## config.mk

```make
export PLATFORM = sky130hd
export DESIGN_NAME = uart_rx
export DESIGN_NICKNAME = d
export VERILOG_FILES = /design/src/rtl/uart_pkg.sv /design/src/rtl/baudrate_generator.sv /design/src/rtl/uart_rx.sv
export SDC_FILE = /design/constraint.sdc
export NUM_CORES = 1
export LEC_CHECK = 0
export BUFFER_PORTS_ARGS = -buffer_cell sky130_fd_sc_hd__buf_2
export CAP_MARGIN = 20
export CELL_PAD_IN_SITES_DETAIL_PLACEMENT = 0
export CELL_PAD_IN_SITES_GLOBAL_PLACEMENT = 1
export CORE_MARGIN = 2
export CORE_UTILIZATION = 43
export DETAILED_ROUTE_END_ITERATION = 7
export PLACE_DENSITY_LB_ADDON = 0.1
export RECOVER_POWER = 25
export SYNTH_ARGS = -nofsm -noshare
export SYNTH_HDL_FRONTEND = slang
export SYNTH_SLANG_ARGS = --single-unit
```

## constraint.sdc

```tcl
create_clock -name clk -period 1.5 [get_ports clk]
set_input_delay 0.3 -clock clk [delete_from_list [all_inputs] [get_ports clk]]
set_output_delay 0.3 -clock clk [all_outputs]
set_load 0.005 [all_outputs]
```

## src/rtl/uart_pkg.sv

```systemverilog
// uart_pkg -- shared definitions for the UART receiver.
//   OVERSAMPLE : oversample ticks per bit period
//   rx_state_e : receiver FSM state encoding
package uart_pkg;

  localparam int OVERSAMPLE = 16;

  typedef enum logic [2:0] {
    IDLE   = 3'd0,
    START  = 3'd1,
    DATA   = 3'd2,
    PARITY = 3'd3,
    STOP   = 3'd4
  } rx_state_e;

endpackage

```

## src/rtl/baudrate_generator.sv

```systemverilog
// baudrate_generator -- free-running single-cycle tick every
// CLK_FREQ/BAUD_RATE clocks (integer truncated).
//   clk   : clock
//   reset : async active-high reset
//   tick  : one-clk strobe per period
module baudrate_generator #(
  parameter int CLK_FREQ  = 50000000,
  parameter int BAUD_RATE = 9600
) (
  input  logic clk,
  input  logic reset,
  output logic tick
);

  localparam int DIV = (CLK_FREQ / BAUD_RATE < 1) ? 1 : CLK_FREQ / BAUD_RATE;
  localparam int CW  = (DIV > 1) ? $clog2(DIV) : 1;

  logic [CW-1:0] cnt;

  always_ff @(posedge clk or posedge reset) begin
    if (reset) begin
      cnt  <= '0;
      tick <= 1'b0;
    end else if (cnt == CW'(DIV - 1)) begin
      cnt  <= '0;
      tick <= 1'b1;
    end else begin
      cnt  <= cnt + CW'(1);
      tick <= 1'b0;
    end
  end

endmodule

```

## src/rtl/uart_rx.sv

```systemverilog
// uart_rx -- 16x oversampling UART receiver, LSB first, M stop bits.
//   clk        : clock
//   reset      : async active-high reset
//   rx         : async serial line, idle high
//   data_out   : last received word (held until next data_valid)
//   data_valid : one-clk pulse at the last stop-bit sample
//   parity_err : even-parity mismatch for data_out
//   frame_err  : a stop-bit sample was low for data_out
//   busy       : start-bit detection until return to IDLE
// Build option: define UART_RX_PARITY_EN to receive and check one
// even-parity bit after the data bits; otherwise parity_err is tied 0.
// N must be at least 2.
module uart_rx
  import uart_pkg::*;
#(
  parameter int N         = 8,
  parameter int M         = 1,
  parameter int BAUD_RATE = 9600,
  parameter int CLK_FREQ  = 50000000
) (
  input  logic         clk,
  input  logic         reset,
  input  logic         rx,
  output logic [N-1:0] data_out,
  output logic         data_valid,
  output logic         parity_err,
  output logic         frame_err,
  output logic         busy
);

  localparam int BW = $clog2(N + 1);
  localparam logic [BW-1:0] LAST_DATA = BW'(N - 1);
  localparam logic [BW-1:0] LAST_STOP = BW'(M - 1);

  logic            rx_s1, rx_s2, rx_prev;
  logic            tick;
  rx_state_e       state;
  logic [3:0]      tick_cnt;
  logic [BW-1:0]   bit_cnt;
  logic [N-1:0]    shift_reg;
  logic            frame_pend;
  logic            samp;

  baudrate_generator #(
    .CLK_FREQ  (CLK_FREQ),
    .BAUD_RATE (BAUD_RATE * OVERSAMPLE)
  ) u_baud (
    .clk   (clk),
    .reset (reset),
    .tick  (tick)
  );

  // Sampling point of DATA/PARITY/STOP bits: 16 ticks after the previous
  // sample, which starts at mid start bit, so every sample lands mid-bit.
  assign samp = tick && (tick_cnt == 4'd15);

`ifdef UART_RX_PARITY_EN
  logic parity_pend;
  logic parity_q;
  assign parity_err = parity_q;
`else
  assign parity_err = 1'b0;
`endif

  always_ff @(posedge clk or posedge reset) begin
    if (reset) begin
      rx_s1      <= 1'b1;
      rx_s2      <= 1'b1;
      rx_prev    <= 1'b1;
      state      <= IDLE;
      tick_cnt   <= '0;
      bit_cnt    <= '0;
      shift_reg  <= '0;
      frame_pend <= 1'b0;
      data_out   <= '0;
      data_valid <= 1'b0;
      frame_err  <= 1'b0;
      busy       <= 1'b0;
`ifdef UART_RX_PARITY_EN
      parity_pend <= 1'b0;
      parity_q    <= 1'b0;
`endif
    end else begin
      rx_s1      <= rx;
      rx_s2      <= rx_s1;
      rx_prev    <= rx_s2;
      data_valid <= 1'b0;

      case (state)
        IDLE: begin
          // Edge tracking runs every cycle, so a start bit arriving right
          // after a stop sample is caught on the first IDLE cycle.
          if (rx_prev && !rx_s2) begin
            state      <= START;
            tick_cnt   <= '0;
            bit_cnt    <= '0;
            frame_pend <= 1'b0;
            busy       <= 1'b1;
`ifdef UART_RX_PARITY_EN
            parity_pend <= 1'b0;
`endif
          end
        end

        START: begin
          if (tick) begin
            if (tick_cnt == 4'd7) begin
              // Mid start bit: still low means a real frame, else a glitch.
              tick_cnt <= '0;
              bit_cnt  <= '0;
              if (!rx_s2) begin
                state <= DATA;
              end else begin
                state <= IDLE;
                busy  <= 1'b0;
              end
            end else begin
              tick_cnt <= tick_cnt + 4'd1;
            end
          end
        end

        DATA: begin
          if (tick) tick_cnt <= tick_cnt + 4'd1;
          if (samp) begin
            shift_reg <= {rx_s2, shift_reg[N-1:1]};
            if (bit_cnt == LAST_DATA) begin
              bit_cnt <= '0;
`ifdef UART_RX_PARITY_EN
              state <= PARITY;
`else
              state <= STOP;
`endif
            end else begin
              bit_cnt <= bit_cnt + BW'(1);
            end
          end
        end

`ifdef UART_RX_PARITY_EN
        PARITY: begin
          if (tick) tick_cnt <= tick_cnt + 4'd1;
          if (samp) begin
            // Even parity: data bits plus parity bit must XOR to 0.
            parity_pend <= rx_s2 ^ (^shift_reg);
            bit_cnt     <= '0;
            state       <= STOP;
          end
        end
`endif

        STOP: begin
          if (tick) tick_cnt <= tick_cnt + 4'd1;
          if (samp) begin
            if (bit_cnt == LAST_STOP) begin
              data_out   <= shift_reg;
              frame_err  <= frame_pend | ~rx_s2;
              data_valid <= 1'b1;
              bit_cnt    <= '0;
              busy       <= 1'b0;
              state      <= IDLE;
`ifdef UART_RX_PARITY_EN
              parity_q   <= parity_pend;
`endif
            end else begin
              frame_pend <= frame_pend | ~rx_s2;
              bit_cnt    <= bit_cnt + BW'(1);
            end
          end
        end

        default: begin
          state <= IDLE;
          busy  <= 1'b0;
        end
      endcase
    end
  end

endmodule

```

### Word-level counts from Yosys, hierarchy flattened

Index checks and enable logic that the tools add are counted.

* multipliers: 0
* eq/ne operators: 17
* reduce and logical (&&, ||, !) cells: 16
* bitwise operators: 3
* divide/modulo/power cells: 0
* add/subtract/negate cells: 3
* $lt $le $gt $ge: 0
* shift operators: 0
* mux-type cells: 37

Operator list (number)
* two-way mux 4 bit: 10
* two-way mux 3 bit: 7
* != test 2 bit (second input constant): 8
* case mux 4 bit (4 select lines): 1
* AND reduction 7 bit: 2
* two-way mux 1 bit: 13
* case mux 3 bit (4 select lines): 1
* case mux 4 bit (3 select lines): 1
* adder 9 x 1 -> 9 bit (second input constant): 1
* == test 9 bit (second input constant): 1
* two-way mux 9 bit: 1
* adder 4 x 1 -> 4 bit (second input constant): 2
* == test 4 x 3 -> 1 bit (second input constant): 2
* AND reduction 4 bit: 2
* AND reduction 6 bit: 1
* == test 4 bit (second input constant): 1
* logical NOT 4 bit: 1
* != test 2 x 1 -> 1 bit (second input constant): 2
* case mux 1 bit (4 select lines): 1
* nonzero test 4 bit: 1
* == test 3 x 1 -> 1 bit (second input constant): 1
* == test 3 x 2 -> 1 bit (second input constant): 1
* == test 3 bit (second input constant): 1
* logical NOT 3 bit: 1
* 11 further kinds: 13

* memories: 0
* flip-flop bits (word level): 44
* RAM bits: 0
* logic and storage cells: 90
* output and inout port bits: 12
* ROM bits: 0
* latch bits: 0

### Longest topological paths before layout

* word-level depth: 5
* gate-level depth with buffers: 7
* depth with buffers taken out: 6

### Modules after synthesis

A second synthesis with hierarchy kept.

* cells, all modules: 204
* area total of the unflattened synthesis: 2060.7 sq um

By module, submodules not included
* uart_rx: area each 1607.8 sq um, instances 1, cells each 161, seq. area each 854.6 sq um
* baudrate_generator: area each 452.9 sq um, instances 1, cells each 43, seq. area each 250.2 sq um

### Worst setup path before layout

Ideal clock, no wire load.

* path kind: register -> register
* from: register bit_cnt[0]
* to: register bit_cnt[3]
* required time: 1.376 ns
* path slack: -0.147 ns
* cell stages (with the launch flop): 7
* data arrival time: 1.523 ns
* path buffers: 0
* cells stage by stage: dfrtp_1 > inv_1 > ha_1 > or3b_4 > a22oi_2 > nor3_1 > a211o_1

* longest elaborated chain between the ends: 4
* elaborated cells on any way between the ends: 8
* those cells by class: add/sub (1); eq/ne (1); mux (5); reduce/logical (1)

Ends and longest elaborated chain
* start: declaration: line uart_rx.sv:39 `logic [BW-1:0] bit_cnt;`
* start signal: assignment: line uart_rx.sv:135 `bit_cnt <= bit_cnt + BW'(1);`
* start signal: assignment: line uart_rx.sv:167 `bit_cnt <= bit_cnt + BW'(1);`
* adder 4 x 1 -> 4 bit, or another cell as far along: line uart_rx.sv:135, uart_rx.sv:167
* two-way mux 4 bit, on equally long branches: line uart_rx.sv:155, uart_rx.sv:127
* two-way mux 4 bit, on equally long branches: line uart_rx.sv:154, uart_rx.sv:125
* case mux 4 bit (4 select lines) *: line uart_rx.sv:89 `case (state)`

Mark *: on every way between the ends. The rest lies on a longest branch, timed or not. The select of a mux whose other input is x is not followed.
A chain may end at the register's enable or synchronous reset.

### Worst setup path after layout

Same ends and word-level chain as after synthesis.

==> reports/qor.csv <==
stage,metric,value,unit
layout,final_nets,298,
global_route,grt.met1_usage,25.2,%
sta,slew_headroom,28.9,%
sta,worst_slack,-209,ps
drt,avgViaCountPerCell,5.31,
sta,fin_setup_tns,-1870,ps
setup_path,end_kind,flop,
yosys,synth-simple-area-share,23.2,%
cts,cts_tree,yes,
setup_path,crit_fanout,3,
placed_design,placed_cell_area,2750,µm²
drt,drcViolationCount,0,
setup_path,cp_slowest_cell,dfrtp_1,
layout,fin_cells,361,
yosys,synthMuxAreaShare,4.90,%
floorplan,die_w,76.7,µm
sta,rsz0062_at_grt,yes,
global_route,grt_pass1_vias,1980,
sta,min_period_over_period,114,%
global_route,grtUsageMet3,3.65,%
outcome,status,finished with violations,
drt,vias,1917,
pwr,power.total,4.82,mW
yosys,synth_nets,227,
sta,drv_slew,0,
cts,cts.clk_slew.worst_paths,90,ps
flow_run,maxCapViolCount,0,
layout,diodes,0,
drt,drtIter0Drc,113,
layout,area_growth_syn_to_layout,37.4,%
outcome,violations,negative setup slack,
yosys,ys_warn_count,0,
global_route,grt_util_all_layers,19.2,%
layout,largest_reg_flops,9,
placed_design,dp.cells,342,
drt,dr.pass1.iters,4,
cts,numCtsBuffers,5,
placed_design,io_buffers,13,
layout,fillCellCount,428,
floorplan,initial_utilization,44.5,%
global_route,met2_usage,30.6,%
yosys,yosys-top-cells-area,"dfrtp_1, nand2_1, mux2_2, dfstp_2, nor2_1",
yosys,yosys.area.top_type,dfrtp_1,
floorplan,dieHeight,76.7,µm
yosys,synthCells,219,
cts,clk_latency,290,ps
yosys,synth_compound_area_share,12.5,%
global_route,antenna_found_initial,0,
setup_path,critPathKind,reg -> reg,
yosys,synth_top_family_by_area,simple AND/OR/NAND/NOR gates,
yosys,synthAdderAreaFrac,2.75,%
layout,mostFrequentLayoutCells,"buf_4, dfrtp_1, nand2_1, nor2_1, buf_2",
drt,wl,5240,µm
layout,register_area,1110,µm²
yosys,synthesis.area,2270,µm²
cts,numClockSinks,44,
pwr,vdd_ir_drop_max,669,µV
cts,hold_buffers,0,
layout,final_common_cell,buf_4,
placed_design,gp_congestion,0.842,
layout,design_area,3120,µm²
yosys,synth.distinct_cells,51,
floorplan,dieArea,5880,µm²
yosys,avgSynthCellArea,10.4,µm²
pwr,power.leakage,1.52,nW
sta,max_freq,585,MHz
pwr,power_density,1540,nW/µm²
floorplan,io_pins,15,
floorplan,rows,26,
sta,tightest_slew,1070,ps
placed_design,hpwl,3470,µm
floorplan,core_area,5110,µm²
yosys,seq_area_frac_synth,48.6,%
setup_path,arrival,1900,ps
sta,fin_skew,8.33,ps
cts,cts_root_buf,clkbuf_8,
worst_hold_path,hp-class,in -> reg,
sta,period_needed,1710,ps
layout,drive_above_1_share,46.4,%
layout,multiInputGateArea,1200,µm²
drt,wire_per_inst,14.5,µm
global_route,grt_busiest_layer,met2,
setup_path,critical_path.max_stage_delay,400,ps
global_route,grt_max_degree,45,
setup_path,worst-endpoint-required,1690,ps
cts,h-tree-depth,2,
yosys,ys_ff_latch,44,
setup_path,crit_path_start_kind,flop,
sta,setup_violations,21,
global_route,grt_pass1_wl,9140,µm
yosys,netlist.area_leader.share,45.1,%
cts,clk_path_buf_depth,2,
global_route,grt_overflow,0,
setup_path,path_cells,inv_2 > ha_4 > or3b_4 > a22oi_2 > nor3_2 > a211o_1,
sta,report.final.hold_viol_count,0,
yosys,synth_xor_area_share,3.08,%
placed_design,pre_cts_slack,-231,ps
drt,ant_nets,0,
==> logic make-up (layout without fill, tap and decap cells) <==
logic type / after synthesis / in the layout
buffers and inverters: 20 / 92
other: 1 / 1
AND/OR/NAND/NOR: 94 / 94
multiplexers: 10 / 10
flip-flops: 44 / 44
XOR/XNOR: 8 / 8
AO/OA/AOI/OAI: 37 / 37
adder cells (fa/ha/maj): 5 / 5
==> worst paths after layout <==
kind / startpoint / cells past startpoint / slack (ps) / end
max in group asynchronous: reset / 3 / 450 / state[0]$_DFFE_PP0P_
min reg2reg: rx_s1$_DFF_PP1_ / 0 / 360 / rx_s2$_DFF_PP1_
min in group asynchronous: reset / 3 / 340 / frame_err$_DFFE_PP0P_
max: bit_cnt[0]$_DFFE_PP0P_ / 6 / -210 / bit_cnt[3]$_DFFE_PP0P_
max reg2reg: bit_cnt[0]$_DFFE_PP0P_ / 6 / -210 / bit_cnt[3]$_DFFE_PP0P_
min: rx / 1 / 100 / rx_s1$_DFF_PP1_
==> cells in the mapped netlist (all sizes together) <==
cell type / number
nand3b: 2
o2bb2ai: 1
nand4: 4
nand4bb: 1
and2: 1
o211ai: 3
and3: 3
nor3: 4
inv: 12
mux2i: 1
nand3: 7
mux2: 9
nor4: 2
nor2: 17
a221oi: 1
or3: 3
a21oi: 5
xor2: 5
dfstp: 3
a22oi: 3
nand2: 31
o22ai: 2
dfrtp: 41
buf: 8
ha: 5
a31oi: 8
o21ai: 7
and4: 1
nor3b: 5
or2: 3
o32ai: 1
nand2b: 4
nor2b: 4
conb: 1
xnor2: 3
or3b: 2
a31o: 1
a311o: 1
a41oi: 2
a211o: 2
==> routing by layer <==
| metal | share of wire, % | vias to the layer above |
|---|---|---|
| li1 | - | 905 |
| met2 | 49 | 45 |
| met1 | 45 | 954 |
| met3 | 3.3 | 13 |
| met4 | 2.8 | 0 |
| met5 | 0 | - |
==> stage by stage <==
stage / hold slack (ps) / util, %
6_report: 101 / 61.2
3_3_place_gp: 347 / 53.9
2_1_floorplan: 304 / -
3_5_place_dp: 351 / 53.9
5_1_grt: 84.3 / 61.2
4_1_cts: 56.7 / 59.5
==> cell type report <==
type,instances,share of cell area (%)
Clock buffer,6,2.64
Clock inverter,2,1.24
Inverter,12,1.44
Multi-Input combinational cell,155,38.6
Sequential cell,44,35.5
Tap cell,70,2.80
Timing Repair Buffer,72,17.8
==> worst max-delay path: cells and delay by family (launching register included) <==
kind / cells / cell delay, ps
buffers and inverters: 1 / 80
adders and majority gates: 1 / 120
DFF: 1 / 400
AOI/OAI and AO/OA: 2 / 530
and+or+nand+nor: 2 / 470
==> what timing repair did <==
item,in CTS,in global routing
endpoints found under the setup margin,31,31
pin swaps,13,10
buffers inserted,5,6
gates cloned,1,0
hold endpoints to repair,0,0
resized for setup,30,13
==> power breakdown <==
group	switching (mW)	internal, mW	total [mW]
registers	0.145	1.32	1.46
logic	1.09	1.32	2.41
clock network	0.412	0.545	0.957
Power figures use the tool's default switching activity.
